==> src/rtl/uart_pkg.sv <==
// Shared types and constants for the UART receive path: FSM states, frame
// configuration encodings and oversampling tick positions.
package uart_pkg;

  typedef enum logic [2:0] {IDLE, START, DATA, PARITY, STOP} rx_state_t;

  typedef enum logic [1:0] {
    DW_5 = 2'b00,
    DW_6 = 2'b01,
    DW_7 = 2'b10,
    DW_8 = 2'b11
  } data_width_t;

  typedef enum logic [1:0] {
    PAR_NONE     = 2'b00,
    PAR_EVEN     = 2'b01,
    PAR_ODD      = 2'b10,
    PAR_NONE_ALT = 2'b11
  } parity_mode_t;

  localparam logic [3:0] OVS_MID  = 4'd7;
  localparam logic [3:0] OVS_LAST = 4'd15;

  // Index of the final data bit: 5..8 bits map to 4..7.
  function automatic logic [2:0] last_bit_idx(data_width_t w);
    return {1'b1, w};
  endfunction

  function automatic logic parity_enabled(parity_mode_t m);
    return (m == PAR_EVEN) || (m == PAR_ODD);
  endfunction

endpackage

==> src/rtl/bit_synchronizer.sv <==
// Multi-flop synchroniser bringing an asynchronous single-bit input into the
// clk_i domain; the chain resets to RESET_VAL.
module bit_synchronizer #(
  parameter int   STAGES    = 2,
  parameter logic RESET_VAL = 1'b1
) (
  input  logic clk_i,
  input  logic rst_n_i,
  input  logic d_i,
  output logic q_o
);

  logic [STAGES-1:0] r_sync;

  // NOTE: resetting to the line's idle level keeps reset release from looking like a start bit.
  always_ff @(posedge clk_i) begin
    if (!rst_n_i) r_sync <= {STAGES{RESET_VAL}};
    else          r_sync <= {r_sync[STAGES-2:0], d_i};
  end

  assign q_o = r_sync[STAGES-1];

endmodule

==> src/rtl/uart_receiver.sv <==
// UART receiver: 16x-oversampled frame deserialiser with a valid/ack holding
// register carrying parity, framing and overrun status.
module uart_receiver
  import uart_pkg::*;
#(
  parameter int SYNC_STAGES = 2
) (
  input  logic       clk_i,
  input  logic       rst_n_i,
  input  logic       ov_baud_rt_i,
  input  logic       rx_i,
  input  logic [1:0] data_width_i,
  input  logic [1:0] parity_mode_i,
  input  logic       stop_bits_i,
  input  logic       data_ack_i,
  output logic [7:0] data_o,
  output logic       data_valid_o,
  output logic       parity_err_o,
  output logic       frame_err_o,
  output logic       overrun_err_o,
  output logic       rx_idle_o
);

  logic w_rx_s;

  bit_synchronizer #(.STAGES(SYNC_STAGES), .RESET_VAL(1'b1)) u_rx_sync (
    .clk_i   (clk_i),
    .rst_n_i (rst_n_i),
    .d_i     (rx_i),
    .q_o     (w_rx_s)
  );

  rx_state_t    r_state;
  logic [3:0]   r_tick_cnt;
  logic [2:0]   r_bit_cnt;
  logic [7:0]   r_shift;
  data_width_t  r_width;
  parity_mode_t r_par_mode;
  logic         r_two_stop;
  logic         r_stop_idx;
  logic         r_armed;
  logic         r_par_err;
  logic         r_frm_err;
  logic         r_done;
  logic         r_idle;

  logic [7:0] w_shift_next;
  logic [2:0] w_align;

  assign w_shift_next = {w_rx_s, r_shift[7:1]};
  assign w_align      = 3'd3 - {1'b0, r_width};

  always_ff @(posedge clk_i) begin
    if (!rst_n_i) begin
      r_state    <= IDLE;
      r_tick_cnt <= '0;
      r_bit_cnt  <= '0;
      r_shift    <= '0;
      r_width    <= DW_8;
      r_par_mode <= PAR_NONE;
      r_two_stop <= 1'b0;
      r_stop_idx <= 1'b0;
      r_armed    <= 1'b0;
      r_par_err  <= 1'b0;
      r_frm_err  <= 1'b0;
      r_done     <= 1'b0;
      r_idle     <= 1'b1;
    end else begin
      // NOTE: default first, so the completion strobe is a single-cycle pulse.
      r_done <= 1'b0;
      if (ov_baud_rt_i) begin
        case (r_state)
          IDLE: begin
            // A frame may only begin after the line has been seen high (break recovery).
            if (w_rx_s) begin
              r_armed <= 1'b1;
            end else if (r_armed) begin
              r_width    <= data_width_t'(data_width_i);
              r_par_mode <= parity_mode_t'(parity_mode_i);
              r_two_stop <= stop_bits_i;
              r_tick_cnt <= '0;
              r_bit_cnt  <= '0;
              r_shift    <= '0;
              r_stop_idx <= 1'b0;
              r_par_err  <= 1'b0;
              r_frm_err  <= 1'b0;
              r_state    <= START;
              r_idle     <= 1'b0;
            end
          end
          START: begin
            if (r_tick_cnt == OVS_MID) begin
              r_tick_cnt <= '0;
              if (w_rx_s) begin
                r_state <= IDLE;
                r_idle  <= 1'b1;
              end else begin
                r_state <= DATA;
              end
            end else begin
              r_tick_cnt <= r_tick_cnt + 4'd1;
            end
          end
          DATA: begin
            if (r_tick_cnt == OVS_LAST) begin
              r_tick_cnt <= '0;
              if (r_bit_cnt == last_bit_idx(r_width)) begin
                r_shift   <= w_shift_next >> w_align;
                r_bit_cnt <= '0;
                r_state   <= parity_enabled(r_par_mode) ? PARITY : STOP;
              end else begin
                r_shift   <= w_shift_next;
                r_bit_cnt <= r_bit_cnt + 3'd1;
              end
            end else begin
              r_tick_cnt <= r_tick_cnt + 4'd1;
            end
          end
          PARITY: begin
            if (r_tick_cnt == OVS_LAST) begin
              r_tick_cnt <= '0;
              r_par_err  <= (r_par_mode == PAR_ODD) ? ~(w_rx_s ^ (^r_shift))
                                                    :  (w_rx_s ^ (^r_shift));
              r_state    <= STOP;
            end else begin
              r_tick_cnt <= r_tick_cnt + 4'd1;
            end
          end
          STOP: begin
            if (r_tick_cnt == OVS_LAST) begin
              r_tick_cnt <= '0;
              if (!w_rx_s) r_frm_err <= 1'b1;
              if (r_two_stop && !r_stop_idx) begin
                r_stop_idx <= 1'b1;
              end else begin
                r_state <= IDLE;
                r_idle  <= 1'b1;
                r_armed <= 1'b0;
                r_done  <= 1'b1;
              end
            end else begin
              r_tick_cnt <= r_tick_cnt + 4'd1;
            end
          end
          default: begin
            r_state <= IDLE;
            r_idle  <= 1'b1;
          end
        endcase
      end
    end
  end

  logic [7:0] r_data;
  logic       r_valid;
  logic       r_out_par_err;
  logic       r_out_frm_err;
  logic       r_overrun;

  always_ff @(posedge clk_i) begin
    if (!rst_n_i) begin
      r_data        <= '0;
      r_valid       <= 1'b0;
      r_out_par_err <= 1'b0;
      r_out_frm_err <= 1'b0;
      r_overrun     <= 1'b0;
    end else if (r_done && (!r_valid || data_ack_i)) begin
      r_data        <= r_shift;
      r_out_par_err <= r_par_err;
      r_out_frm_err <= r_frm_err;
      r_valid       <= 1'b1;
      r_overrun     <= 1'b0;
    end else if (r_done) begin
      r_overrun <= 1'b1;
    end else if (data_ack_i && r_valid) begin
      r_valid   <= 1'b0;
      r_overrun <= 1'b0;
    end
  end

  assign data_o        = r_data;
  assign data_valid_o  = r_valid;
  assign parity_err_o  = r_out_par_err;
  assign frame_err_o   = r_out_frm_err;
  assign overrun_err_o = r_overrun;
  assign rx_idle_o     = r_idle;

endmodule

==> config.mk <==
export PLATFORM = sky130hd
export DESIGN_NAME = uart_receiver
export DESIGN_NICKNAME = d
export VERILOG_FILES = /design/src/rtl/uart_pkg.sv /design/src/rtl/bit_synchronizer.sv /design/src/rtl/uart_receiver.sv
export SDC_FILE = /design/constraint.sdc
export NUM_CORES = 1
export LEC_CHECK = 0
export ABC_AREA = 1
export BUFFER_PORTS_ARGS = -buffer_cell sky130_fd_sc_hd__buf_2
export CAP_MARGIN = 15
export CORE_MARGIN = 4
export CORE_UTILIZATION = 45
export DETAILED_ROUTE_END_ITERATION = 10
export SLEW_MARGIN = 20
export SYNTH_ARGS = -nofsm -noshare
export SYNTH_HDL_FRONTEND = slang
export SYNTH_HIERARCHICAL = 1
export SYNTH_SLANG_ARGS = --single-unit
==> constraint.sdc <==
create_clock -name clk_i -period 3.5 [get_ports clk_i]
set_input_delay 0.7 -clock clk_i [delete_from_list [all_inputs] [get_ports clk_i]]
set_output_delay 0.7 -clock clk_i [all_outputs]
set_load 0.1 [all_outputs]
==> impl_metrics.py <==
metrics = {
    "cts": {
        "post_cts_buffers": 0,
        "clk_pin_slew_ns": 0.09,
        "clk_latency_ns": 0.30,
        "cts_tree": "done",
        "h-tree-depth": 2,
        "cts_made_buffers": 5,
        "clk_path_buf_depth": 2,
        "root_buffer": "clkbuf_8",
        "post_cts_resize_count": 0,
        "cts.sinks": 43,
        "cts-hold-fix-buffers": 0,
    },
    "sta": {
        "setup_ws_ns": 1.67,
        "rsz0062_at_grt": "false",
        "fin_tns_setup_ns": 0,
        "slew_viol_final": 0,
        "period_needed_ns": 1.83,
        "finalSetupViolCount": 0,
        "tightestPinTransition_ns": 0.533,
        "slew_headroom": 0.642,
        "fmax_ghz": 0.546,
        "hold_viol": 0,
        "fin_crit_sh": 0.523,
        "skew_ns": 0.00672,
    },
    "finish": {
        "fillers": 514,
        "final-seq-area_um2": 861,
        "stdcell_count": 444,
        "n_antenna_cell": 0,
        "multi_input_area_um2": 1270,
        "nets": 389,
        "area_delta_synth_final_pct": 10.4,
        "drive_above_1_share": 0.138,
    },
    "power_and_ir_drop": {
        "p_total_mw": 1.66,
        "total_leakage_power_nw": 1.21,
        "powerDensity_nw_per_um2": 641,
        "peakVddDrop_mv": 0.457,
    },
    "placement": {
        "dp_slack_ns": 1.32,
        "gp_congestion": 0.814,
        "dp.cells": 436,
        "hpwl_mm": 3.85,
        "port_buffers": 22,
    },
    "critical_path": {
        "rrSetupSlack_ns": 1.81,
        "path_depth": 3,
        "criticalPathCategory": "in2reg",
        "crit_slowest_cell": "clkinv_1",
        "worstSetupEndpointType": "flop",
        "r2r_start": "r_tick_cnt[0]",
        "cp_num_buf_inv": 2,
        "max_stage_delay_ns": 0.54,
        "startpoint": "rst_n_i",
        "crit_path_end": "r_done",
        "crit_chain": "buf_2 -> clkinv_1 -> nor4_1",
        "arrival_ns": 2.03,
        "cp_top_family": "buffers and inverters",
        "path_max_fanout": 24,
        "reg2reg_depth": 10,
        "worstReg2RegEnd": "r_state[1]",
        "worstPathRequired_ns": 3.70,
        "start_kind": "primary input",
    },
    "grt": {
        "first_global_vias": 1900,
        "grt_usage": 0.179,
        "overflow": 0,
        "antenna_found_initial": 0,
        "grt_pass1_wl_mm": 9.00,
        "grt_start_max_net_pins": 25,
    },
    "synthesis": {
        "synthTopCellsByArea": "dfxtp_1, nand2_1, a21oi_1, o21ai_0, inv_1",
        "seq_area_frac_synth": 0.368,
        "synth_nets": 368,
        "synthesis.area_um2": 2340,
        "synth_cells": 355,
        "synth-seq-cells": 43,
        "avgSynthCellArea_um2": 6.59,
        "synth_top_area_frac": 0.368,
        "synth_top_area_cell": "dfxtp_1",
        "yosysUniqueCellTypes": 31,
        "synth_warnings": 6,
    },
    "outcome": {
        "outcome": "finished, final reports clean",
    },
    "die": {
        "core-area_um2": 4880,
        "ios": 23,
        "die_w_um": 80.1,
        "design.die.area_um2": 6420,
        "start_util": 0.480,
        "dieHeight_um": 80.1,
        "fp-row-count": 25,
    },
    "run": {
        "cap_violations": 0,
    },
    "detailed_routing": {
        "drt-total-wl_mm": 5.18,
        "ant_nets": 0,
        "drtIter0Drc": 68,
        "vias": 2170,
        "drc": 0,
        "vias_per_cell": 4.89,
        "wire_per_inst_um": 11.7,
        "first_pass_iters": 5,
    },
    "worst_hold_path": {
        "hp-class": "reg2reg",
    },
}
==> per-stage QoR <==
step	util	hold WS, ns	cell area (µm²)
6_report	0.530	0.404	2580
3_3_place_gp	0.511	0.384	2490
4_1_cts	0.530	0.406	2580
2_1_floorplan	-	0.380	2340
3_5_place_dp	0.511	0.385	2490
5_1_grt	0.530	0.453	2580
==> worst min-delay path by stage <==
stage | startpoint | end | slack [ns] | depth (start not counted)
final | u_rx_sync/r_sync[0] | u_rx_sync/r_sync[1] | 0.40 | 2
after global routing | u_rx_sync/r_sync[0] | u_rx_sync/r_sync[1] | 0.45 | 2
after CTS | u_rx_sync/r_sync[0] | u_rx_sync/r_sync[1] | 0.41 | 2
after detailed placement | u_rx_sync/r_sync[0] | u_rx_sync/r_sync[1] | 0.38 | 2
after global placement | u_rx_sync/r_sync[0] | u_rx_sync/r_sync[1] | 0.38 | 2
after floorplan | u_rx_sync/r_sync[0] | u_rx_sync/r_sync[1] | 0.38 | 2
==> flip-flops by register name, summed over array words and instances, names as in the netlist <==
| name | cells |
|---|---|
| r_par_err | 1 |
| r_par_mode | 2 |
| r_shift | 8 |
| parity_err_o | 1 |
| data_o | 8 |
| r_done | 1 |
| frame_err_o | 1 |
| r_tick_cnt | 4 |
| r_stop_idx | 1 |
| r_armed | 1 |
| rx_idle_o | 1 |
| r_two_stop | 1 |
| overrun_err_o | 1 |
| r_bit_cnt | 3 |
| u_rx_sync/r_sync | 2 |
| data_valid_o | 1 |
| r_width | 2 |
| r_frm_err | 1 |
| r_state | 3 |
==> worst reg2reg max path, delay by kind of cell, from the launching register on <==
| family | cells | cell delay [ns] |
|---|---|---|
| AO/OA/AOI/OAI | 1 | 0.26 |
| buffers and inverters | 1 | 0.11 |
| AND/OR/NAND/NOR | 7 | 0.65 |
| flip-flops | 1 | 0.36 |
| adder cells (fa/ha/maj) | 1 | 0.19 |
==> cell usage in the layout, fill, tap and decap left out, drive strengths merged <==
cell	n
nor2	34
nand3	21
buf	22
o22ai	1
nand3b	1
ha	3
o21ai	37
clkinv	4
xor2	3
dfxtp	43
a21oi	37
inv	41
nor4	1
nor3	5
nand4	3
xnor2	3
nand2	112
clkbuf	5
clkinvlp	1
==> routing by layer <==
metal | part of all wire | track usage | vias to the layer above
met5 | 0 | 0 | -
met2 | 0.44 | 0.284 | 47
li1 | - | - | 1182
met3 | 0.049 | 0.0392 | 7
met1 | 0.49 | 0.239 | 934
met4 | 0.014 | 0.0608 | 0
==> Yosys cell counts <==
library cell and n:
nand2_2 4, buf_1 1, inv_2 6, nand3_1 20, buf_6 1, nor2_2 2
clkbuf_1 3, nor4_1 1, nand4_1 3, inv_1 35, o21ai_0 35, nand2_4 1
nand2_1 107, o21ai_1 2, nor2_4 4, buf_4 1, o22ai_1 1, clkinv_1 2
nor3_2 1, dfxtp_1 43, nor3_4 1, nand3b_4 1, nor3_1 3, ha_1 3
xnor2_1 3, a21oi_4 1, buf_2 2, a21oi_1 36, nor2_1 28, xor2_1 3
nand3_2 1
==> power by group <==
part,switching [mW],internal (mW),total (mW)
sequential,0.0588,0.543,0.602
combinational,0.503,0.221,0.724
clock,0.188,0.143,0.331
total,0.750,0.907,1.66
==> logic make-up (layout without fill, tap and decap cells) <==
kind of cell / count (synthesis) / in the layout / share of synthesized area
buffers and inverters: 51 / 73 / 0.0877
DFF: 43 / 43 / 0.368
and+or+nand+nor: 177 / 177 / 0.340
adders and majority gates: 3 / 3 / 0.0160
xor gates and xnor gates: 6 / 6 / 0.0225
AOI/OAI and AO/OA: 75 / 75 / 0.166
==> cell type report <==
type	count	share of cell area
clock buffer	5	0.0266
clock inverter	3	0.00968
inverter	43	0.0624
multi-input combinational	261	0.493
sequential	43	0.333
tap	67	0.0324
timing repair buffer	22	0.0426
Note: power is estimated with default switching activity, not from simulation.
